File: config.mk
export PLATFORM = sky130hd
export DESIGN_NAME = lsu_mem_master_flat
export DESIGN_NICKNAME = d
export VERILOG_FILES = /design/src/rtl/lsu_mem_master_if.sv /design/src/rtl/lsu_mem_master.sv /design/src/flat_wrapper.sv
export SDC_FILE = /design/constraint.sdc
export NUM_CORES = 1
export LEC_CHECK = 0
export ABC_AREA = 1
export BUFFER_PORTS_ARGS = -buffer_cell sky130_fd_sc_hd__buf_4
export CAP_MARGIN = 20
export CORE_MARGIN = 1
export CORE_UTILIZATION = 55
export CTS_BUF_LIST = sky130_fd_sc_hd__clkbuf_8
export DETAILED_ROUTE_END_ITERATION = 8
export PLACE_DENSITY = 0.91
export SETUP_SLACK_MARGIN = 0.02
export SLEW_MARGIN = 25
export SYNTH_ARGS = -nofsm -noshare
export SYNTH_HDL_FRONTEND = slang
export SYNTH_SLANG_ARGS = --single-unit
export TNS_END_PERCENT = 30
File: constraint.sdc
create_clock -name clk -period 3.3 [get_ports clk]
set_input_delay 0.165 -clock clk [delete_from_list [all_inputs] [get_ports clk]]
set_output_delay 0.165 -clock clk [all_outputs]
set_load 0.01 [all_outputs]
File: src/rtl/lsu_mem_master_if.sv
// rtl/lsu_mem_master_if.sv - request/response and data_mem bus bundle for lsu_mem_master
interface lsu_mem_master_if #(
  parameter int ADDR_WIDTH = 32
);
  logic                  req_valid;
  logic                  req_ready;
  logic                  req_we;
  logic [2:0]            req_funct3;
  logic [ADDR_WIDTH-1:0] req_addr;
  logic [31:0]           req_wdata;
  logic                  rsp_valid;
  logic [31:0]           rsp_rdata;
  logic                  rsp_err;
  logic                  mem_read;
  logic                  mem_write;
  logic [ADDR_WIDTH-1:0] mem_addr;
  logic [31:0]           mem_wdata;
  logic [31:0]           mem_rdata;

  modport master (
    input  req_valid, req_we, req_funct3, req_addr, req_wdata, mem_rdata,
    output req_ready, rsp_valid, rsp_rdata, rsp_err,
    output mem_read, mem_write, mem_addr, mem_wdata
  );

  modport slave (
    output req_valid, req_we, req_funct3, req_addr, req_wdata, mem_rdata,
    input  req_ready, rsp_valid, rsp_rdata, rsp_err,
    input  mem_read, mem_write, mem_addr, mem_wdata
  );
endinterface

File: src/rtl/lsu_mem_master.sv
// rtl/lsu_mem_master.sv - load/store initiator for data_mem with RMW sub-word stores; LSU_MISALIGN_CHECK_EN enables misalignment errors
module lsu_mem_master #(
  parameter int ADDR_WIDTH = 32,
  parameter int MEM_BYTES  = 256
) (
  input  logic clk,
  input  logic rst_n,
  lsu_mem_master_if.master bus
);

  typedef enum logic [2:0] {IDLE, RD, CAP, WR, ERR} state_t;

  localparam logic [ADDR_WIDTH-1:0] MAX_WORD = ADDR_WIDTH'(MEM_BYTES - 4);

  state_t                state_q, state_d;
  logic                  we_q, we_d;
  logic [2:0]            funct3_q, funct3_d;
  logic [ADDR_WIDTH-1:0] addr_q, addr_d;
  logic [31:0]           wdata_q, wdata_d;
  logic [31:0]           rdata_q, rdata_d;

  logic                  illegal, out_of_range, misalign, req_err;
  logic [ADDR_WIDTH-1:0] req_word_addr;
  logic [7:0]            lane_b;
  logic [15:0]           lane_h;
  logic [31:0]           load_val;
  logic [31:0]           merged;
  logic                  req_ready_c, rsp_valid_c, mem_read_c, mem_write_c;

  // Classify the incoming request; only feeds the next-state decision, never the mem_* outputs
  always_comb begin
    req_word_addr = {bus.req_addr[ADDR_WIDTH-1:2], 2'b00};
    illegal       = (bus.req_funct3 == 3'b011) || (bus.req_funct3 == 3'b110) ||
                    (bus.req_funct3 == 3'b111) || (bus.req_we && bus.req_funct3[2]);
    out_of_range  = req_word_addr > MAX_WORD;
`ifdef LSU_MISALIGN_CHECK_EN
    misalign      = ((bus.req_funct3[1:0] == 2'b01) && bus.req_addr[0]) ||
                    ((bus.req_funct3[1:0] == 2'b10) && (bus.req_addr[1:0] != 2'b00));
`else
    misalign      = 1'b0;
`endif
    req_err       = illegal || out_of_range || misalign;
  end

  // Lane extraction for loads and lane replacement for SB/SH, both from the word read back in CAP
  always_comb begin
    lane_b = bus.mem_rdata[7:0];
    case (addr_q[1:0])
      2'b00: lane_b = bus.mem_rdata[7:0];
      2'b01: lane_b = bus.mem_rdata[15:8];
      2'b10: lane_b = bus.mem_rdata[23:16];
      2'b11: lane_b = bus.mem_rdata[31:24];
      default: lane_b = bus.mem_rdata[7:0];
    endcase
    // Half accesses select by addr[1] only, so addr[0] is ignored when unchecked
    lane_h = addr_q[1] ? bus.mem_rdata[31:16] : bus.mem_rdata[15:0];
    case (funct3_q[1:0])
      2'b00:   load_val = funct3_q[2] ? {24'b0, lane_b} : {{24{lane_b[7]}}, lane_b};
      2'b01:   load_val = funct3_q[2] ? {16'b0, lane_h} : {{16{lane_h[15]}}, lane_h};
      default: load_val = bus.mem_rdata;
    endcase

    merged = bus.mem_rdata;
    if (funct3_q[1:0] == 2'b00) begin
      case (addr_q[1:0])
        2'b00: merged[7:0]   = wdata_q[7:0];
        2'b01: merged[15:8]  = wdata_q[7:0];
        2'b10: merged[23:16] = wdata_q[7:0];
        2'b11: merged[31:24] = wdata_q[7:0];
        default: merged = bus.mem_rdata;
      endcase
    end else if (addr_q[1]) begin
      merged[31:16] = wdata_q[15:0];
    end else begin
      merged[15:0] = wdata_q[15:0];
    end
  end

  // Next-state and strobe decode
  always_comb begin
    state_d     = state_q;
    we_d        = we_q;
    funct3_d    = funct3_q;
    addr_d      = addr_q;
    wdata_d     = wdata_q;
    rdata_d     = rdata_q;
    req_ready_c = 1'b0;
    rsp_valid_c = 1'b0;
    mem_read_c  = 1'b0;
    mem_write_c = 1'b0;
    case (state_q)
      IDLE: begin
        req_ready_c = 1'b1;
        if (bus.req_valid) begin
          we_d     = bus.req_we;
          funct3_d = bus.req_funct3;
          addr_d   = bus.req_addr;
          wdata_d  = bus.req_wdata;
          if (req_err)
            state_d = ERR;
          else if (bus.req_we && (bus.req_funct3 == 3'b010))
            state_d = WR;
          else
            state_d = RD;
        end
      end
      RD: begin
        mem_read_c = 1'b1;
        state_d    = CAP;
      end
      CAP: begin
        if (we_q) begin
          wdata_d = merged;
          state_d = WR;
        end else begin
          rsp_valid_c = 1'b1;
          rdata_d     = load_val;
          state_d     = IDLE;
        end
      end
      WR: begin
        mem_write_c = 1'b1;
        rsp_valid_c = 1'b1;
        state_d     = IDLE;
      end
      ERR: begin
        rsp_valid_c = 1'b1;
        state_d     = IDLE;
      end
      default: state_d = IDLE;
    endcase
  end

  // State and request registers with synchronous active-low reset
  always_ff @(posedge clk) begin
    if (!rst_n) begin
      state_q  <= IDLE;
      we_q     <= 1'b0;
      funct3_q <= 3'b000;
      addr_q   <= '0;
      wdata_q  <= 32'b0;
      rdata_q  <= 32'b0;
    end else begin
      state_q  <= state_d;
      we_q     <= we_d;
      funct3_q <= funct3_d;
      addr_q   <= addr_d;
      wdata_q  <= wdata_d;
      rdata_q  <= rdata_d;
    end
  end

  // Handshake and strobes are killed while reset is low so an interrupted RMW never writes
  assign bus.req_ready = rst_n && req_ready_c;
  assign bus.rsp_valid = rst_n && rsp_valid_c;
  assign bus.mem_read  = rst_n && mem_read_c;
  assign bus.mem_write = rst_n && mem_write_c;
  assign bus.rsp_err   = rst_n && (state_q == ERR);
  assign bus.rsp_rdata = ((state_q == CAP) && !we_q) ? load_val : rdata_q;
  assign bus.mem_addr  = {addr_q[ADDR_WIDTH-1:2], 2'b00};
  assign bus.mem_wdata = wdata_q;

endmodule

File: src/flat_wrapper.sv
// flat-port wrapper written by rule: the top's interface ports become plain ports
module lsu_mem_master_flat 
#(
  parameter int ADDR_WIDTH = 32,
  parameter int MEM_BYTES  = 256
)
  (clk, rst_n, bus_req_valid, bus_req_we, bus_req_funct3, bus_req_addr, bus_req_wdata, bus_mem_rdata, bus_req_ready, bus_rsp_valid, bus_rsp_rdata, bus_rsp_err, bus_mem_read, bus_mem_write, bus_mem_addr, bus_mem_wdata);
  lsu_mem_master_if #(.ADDR_WIDTH(ADDR_WIDTH)) bus_i ();
  input  logic clk;
  input  logic rst_n;
  input wire logic [$bits(bus_i.req_valid)-1:0] bus_req_valid;
  input wire logic [$bits(bus_i.req_we)-1:0] bus_req_we;
  input wire logic [$bits(bus_i.req_funct3)-1:0] bus_req_funct3;
  input wire logic [$bits(bus_i.req_addr)-1:0] bus_req_addr;
  input wire logic [$bits(bus_i.req_wdata)-1:0] bus_req_wdata;
  input wire logic [$bits(bus_i.mem_rdata)-1:0] bus_mem_rdata;
  output wire logic [$bits(bus_i.req_ready)-1:0] bus_req_ready;
  output wire logic [$bits(bus_i.rsp_valid)-1:0] bus_rsp_valid;
  output wire logic [$bits(bus_i.rsp_rdata)-1:0] bus_rsp_rdata;
  output wire logic [$bits(bus_i.rsp_err)-1:0] bus_rsp_err;
  output wire logic [$bits(bus_i.mem_read)-1:0] bus_mem_read;
  output wire logic [$bits(bus_i.mem_write)-1:0] bus_mem_write;
  output wire logic [$bits(bus_i.mem_addr)-1:0] bus_mem_addr;
  output wire logic [$bits(bus_i.mem_wdata)-1:0] bus_mem_wdata;
  assign bus_i.req_valid = bus_req_valid;
  assign bus_i.req_we = bus_req_we;
  assign bus_i.req_funct3 = bus_req_funct3;
  assign bus_i.req_addr = bus_req_addr;
  assign bus_i.req_wdata = bus_req_wdata;
  assign bus_i.mem_rdata = bus_mem_rdata;
  assign bus_req_ready = bus_i.req_ready;
  assign bus_rsp_valid = bus_i.rsp_valid;
  assign bus_rsp_rdata = bus_i.rsp_rdata;
  assign bus_rsp_err = bus_i.rsp_err;
  assign bus_mem_read = bus_i.mem_read;
  assign bus_mem_write = bus_i.mem_write;
  assign bus_mem_addr = bus_i.mem_addr;
  assign bus_mem_wdata = bus_i.mem_wdata;
  lsu_mem_master #(.ADDR_WIDTH(ADDR_WIDTH), .MEM_BYTES(MEM_BYTES)) u_core (.clk(clk), .rst_n(rst_n), .bus(bus_i));
endmodule
## Word-level counts from Yosys, hierarchy flattened

Index checks and enable logic that the tools add are counted.

- Bits in registers: 103
- Output and inout bits: 101
- Input port bits: 103
- Word-level logic and storage cells: 75

- Mux-type cells: 26
- Bitwise logic cells: 1
- Reductions and logical operators: 23
- Equality and inequality tests: 16
- $lt $le $gt $ge: 1

Operators by type and width:

| operator | number |
|---|---|
| $mux 32 | 6 |
| $pmux 32 s2 | 2 |
| $mux 16 | 3 |
| $gt 32x8->1 const B | 1 |
| $mux 8 | 4 |
| $pmux 8 s4 | 1 |
| $eq 3x2->1 const B | 4 |
| $eq 3x3->1 const B | 3 |
| $pmux 3 s3 | 1 |
| $logic_and 1x1->1 | 8 |
| $mux 3 | 2 |
| $reduce_and 5->1 | 1 |
| $eq 2x1->1 const B | 2 |
| $eq 2x2->1 const B | 2 |
| $logic_not 2->1 | 2 |
| $logic_or 1x1->1 | 4 |
| $mux 1 | 4 |
| $mux 2 | 2 |
| $reduce_and 2->1 | 2 |
| $reduce_and 4->1 | 1 |
| $eq 3x1->1 const B | 1 |
| $logic_not 3->1 | 1 |
| $ne 3x1->1 const B | 1 |
| $ne 3x3->1 const B | 1 |
| other kinds (8) | 8 |

## Longest topological paths before layout

- Depth after elaboration: 8
- Mapped depth: 10
- Depth with buffers taken out: 9

## Least setup slack after synthesis

Ideal clock, no wire load.

- Path type: reg-to-output
- From: reg u_core.funct3_q[1]
- To: out bus_rsp_rdata[16]
- Path buffers: 2
- Path slack: 1888 ps
- Data arrival time: 1247 ps
- Cell stages (with the launch flop): 10
- Cells stage by stage: dfxtp_1 -> buf_6 -> inv_4 -> nand2_2 -> a21oi_4 -> nand3_4 -> buf_6 -> nand3_1 -> nand2_1 -> inv_1

- Word-level cells in the longest chain between the ends: 3

Ends and longest elaborated chain:

| element | RTL line | source |
|---|---|---|
| start: declaration | lsu_mem_master.sv:17 | `logic [2:0] funct3_q, funct3_d;` |
| start signal: assignment | lsu_mem_master.sv:146 | `funct3_q <= funct3_d;` |
| $eq 2x1->1 or $logic_not 2->1 (tied branches) | lsu_mem_master.sv:57 | `case (funct3_q[1:0])` |
| $pmux 32 s2 * | lsu_mem_master.sv:57 |  |
| $mux 32 * | lsu_mem_master.sv:159 | `assign bus.rsp_rdata = ((state_q == CAP) && !we_q) ? load_val : rdata_q;` |
| end: declaration | flat_wrapper.sv:19 | `output wire logic [$bits(bus_i.rsp_rdata)-1:0] bus_rsp_rdata;` |

Mark *: on every way between the ends. The rest lies on a longest branch, timed or not.

## Worst setup path in the final report

- From: reg u_core.state_q[2]
- To: out bus_rsp_rdata[23]

- Word-level cells in the longest chain between the ends: 3

Ends and longest elaborated chain:

| element | RTL line | source |
|---|---|---|
| start: declaration | lsu_mem_master.sv:15 | `state_t state_q, state_d;` |
| start signal: assignment | lsu_mem_master.sv:144 | `state_q <= state_d;` |
| $eq 3x2->1 | lsu_mem_master.sv:159 |  |
| $logic_and 1x1->1 | lsu_mem_master.sv:159 |  |
| $mux 32 | lsu_mem_master.sv:159 |  |

No other way between the ends.

==> out/qor.csv <==
stage,metric,value,unit
route,Residual DRC,0,
hold_path,Hold Crit Depth,3,
worst_setup_path,crit path DAT,2.49,ns
floorplanning,Top Ports,204,
place,dpl hpwl,13.1,mm
worst_setup_path,FF-to-FF Start,u_core.state_q[2],
synthesis,Yosys top cell area share,0.340,
hold_path,hold endpoint,u_core.addr_q[26],
worst_setup_path,critical path capture point type,output port,
floorplanning,Rows,37,
synthesis,synthesized instance count,941,
timing,post-route worst setup slack,0.645,ns
power,maximum vdd drop,279,µV
route,wire per inst,14.9,µm
worst_setup_path,crit path cell chain,nor2_2 > nand2_4 > nor2_4 > buf_4 > inv_2 > a21oi_1 > nand3_1 > nand2_1 > inv_1 > buf_4,
clocking,CTS tree,built,
clocking,CTS root buf,clkbuf_8,
synthesis,syn_area_per_cell,6.44,µm²
worst_setup_path,r2r setup slk,1.10,ns
worst_setup_path,kind of critical path,register to output port,
floorplanning,die height,107,µm
timing,skew final,0.0175,ns
power,Leakage,3.90,nW
clocking,clk_lat worst skew,0.38,ns
hold_path,Tightest Hold Check Type,input port to register,
timing,Slew headroom,0.483,
synthesis,largest area contributor in the netlist,dfxtp_1,
worst_setup_path,Worst EP required,3.13,ns
synthesis,most frequent cell after synthesis,nand2_1,
clocking,# H-tree levels,3,
route,via-per-instance ratio,5.41,
clocking,CTS max path bufs,2,
run_status,status,"complete, no violations",
timing,Total Neg Setup Slack,0,ns
clocking,cells resized by post-CTS repair,0,
synthesis,Yosys cell types,34,
clocking,CTS Sinks,103,
grt,vias in the first global route,5930,
synthesis,"Primary FF master, synth",dfxtp_1,
worst_setup_path,r2r endpoint,u_core.bus.mem_wdata[13],
power,Clk network pwr share,0.283,
power,combinational share of power,0.226,
synthesis,Post-synth EDFFs,0,
clocking,hold_buf cts,0,
grt,total gr overflow,0,
worst_setup_path,R2R depth,8,
finish,share of layout cells above drive strength 1,0.273,
finish,area grow syn2layout,23.0,%
route,initial DRC count,660,
synthesis,post-synthesis sequential area ratio,0.340,
clocking,clock transition at the registers of the reported paths,0.11,ns
floorplanning,die area,11400,µm²
synthesis,Commonest cells post-synth,"nand2_1 (218), a21oi_1 (111), dfxtp_1 (103)",
clocking,post-CTS setup buffers,0,
place,dpl ws,1.10,ns
worst_setup_path,CP max stage delay,0.36,ns
route,antenna violation net count after detailed routing,0,
route,Detailed Route WL,18.0,mm
route,first-pass detailed-route iteration total,5,
place,GP Congestion,0.980,
floorplanning,Initial Util,0.576,
timing,max-slew violations,0,
power,switching power,0.873,mW
flow_run,# Max-Cap Violations,0,
synthesis,"flops & latches, synth",103,
worst_setup_path,Crit Path Max Fanout,37,
hold_path,hold wc startpoint,bus_req_addr[26],
power,sequential share of power,0.491,
timing,unrepaired setup endpoints after global routing,false,
timing,Worst Max-Slew Pin Slew,0.774,ns
grt,GRT Overall Usage,0.312,
synthesis,synth top area cells,"dfxtp_1 (34%), nand2_1 (14%), a21oi_1 (9.2%), nand3_1 (7.0%), inv_1 (5.4%)",
power,P_int,1.87,mW
grt,largest net degree at the start of global routing,50,
timing,min Tclk post-route,2.66,ns
floorplanning,Die Wd,107,µm
route,via count,6553,
grt,initial antenna violation count,0,
synthesis,Synth Cell Area,6060,µm²
place,IO buf count,201,
clocking,TritonCTS Buffers,9,
timing,final hold vios,0,
timing,final setup fails,0,
finish,Fill cells,899,
synthesis,fraction of registers with async set/reset,0,
grt,first-pass GRT wire length,28.3,mm
worst_setup_path,most frequent CP cell,buf_4,
worst_setup_path,Critical Path Slowest Stage Cell,dfxtp_1,
floorplanning,Core Region,10500,µm²
power,pwr dens,368,nW/µm²
finish,net count reported at finish,1174,
worst_setup_path,Startpoint Class,register,
finish,Antenna diodes,0,
power,switch share,0.319,
synthesis,Yosys warnings,0,
timing,Max Fclk,0.377,GHz
timing,Final Cycle Share,0.805,
[metrics by stage]
stage                     instances  power [mW]  hold WS (ns)   util  area (µm²)
final                          1212        2.74        0.0676  0.709        7450
after global routing           1212        2.86        0.0587  0.709        7450
after CTS                      1212        2.73        0.0615  0.709        7450
after detailed placement       1196        1.98         0.451  0.691        7270
after global placement         1196        1.97         0.441  0.691        7270
after floorplan                 942        1.75         0.329      -        6060
[worst max path at each step]
stage          depth (start not counted)  slack (ns)                 to          startpoint
2_1_floorplan                          9        1.89  bus_rsp_rdata[16]  u_core.funct3_q[1]
3_3_place_gp                          10        1.20   bus_rsp_rdata[4]   u_core.state_q[2]
3_5_place_dp                          10        1.10  bus_rsp_rdata[23]   u_core.state_q[2]
4_1_cts                               10        0.67  bus_rsp_rdata[23]   u_core.state_q[2]
5_1_grt                               10        0.46  bus_rsp_rdata[23]   u_core.state_q[2]
6_report                              10        0.64  bus_rsp_rdata[23]   u_core.state_q[2]
[layer usage]
layer	vias up	track usage	routed length, µm
li1	3237	-	-
met1	2899	0.407	7230
met2	349	0.497	8250
met3	68	0.0517	1750
met4	0	0.156	786
met5	-	0	0
[cells by family after synthesis]
family / count (synthesis) / synth area share
AO/OA/AOI/OAI: 197 / 0.175
buffers and inverters: 186 / 0.147
AND/OR/NAND/NOR: 454 / 0.337
other: 1 / 0.000619
flip-flops: 103 / 0.340
[worst max-delay path, delay by kind of cell, from the launching register on]
family | cells | cell delay, ns
and+or+nand+nor | 5 | 0.76
AOI/OAI and AO/OA | 1 | 0.22
buffers and inverters | 4 | 0.78
DFF | 1 | 0.36
[layout make-up]
type,instances,area [µm²],area share
repair buffers,208,1560,0.210
well taps,136,170,0.0228
clock inverters,6,50.0,0.00671
clock buffers,10,138,0.0185
flip-flops and latches,103,2060,0.277
multi-input cells,653,3110,0.417
inverters,96,363,0.0487
[sequential cells by signal, indices dropped and copies added (netlist names)]
name / count
u_core.addr_q: 32
u_core.state_q: 3
u_core.rdata_q: 32
u_core.bus.mem_wdata: 32
u_core.funct3_q: 3
u_core.we_q: 1
[power groups by stage]
| stage | logic, mW | clock network [mW] | registers, mW |
|---|---|---|---|
| 2_1_floorplan | 0.375 | 0 | 1.37 |
| 3_3_place_gp | 0.599 | 0 | 1.37 |
| 3_5_place_dp | 0.606 | 0 | 1.37 |
| 4_1_cts | 0.609 | 0.781 | 1.34 |
| 5_1_grt | 0.679 | 0.828 | 1.35 |
| 6_report | 0.618 | 0.776 | 1.35 |
[layout by cell type, fill, tap and decap left out]
master and count:
nand3b_1 1, inv_2 8, dfxtp_1 103, or2_0 1, clkinv_4 1, inv_4 1
nor2_1 85, and3_1 1, or2_2 42, nor2_4 3, clkinvlp_4 1, nand4_1 2
a31oi_1 2, nand2_1 218, inv_1 87, clkbuf_8 10, inv_8 1, o211ai_1 16
a21oi_1 111, inv_6 2, o22ai_1 11, nand2_2 4, nand3_4 3, conb_1 2
a21oi_2 1, nand2_4 3, clkinv_2 1, a21oi_4 1, o21bai_1 1, o21ai_0 52
nor3_1 2, nand3_1 85, buf_4 208, nor2_2 3, o21ai_1 2, nand3_2 1
No activity file was read; power rests on OpenSTA's default activity.
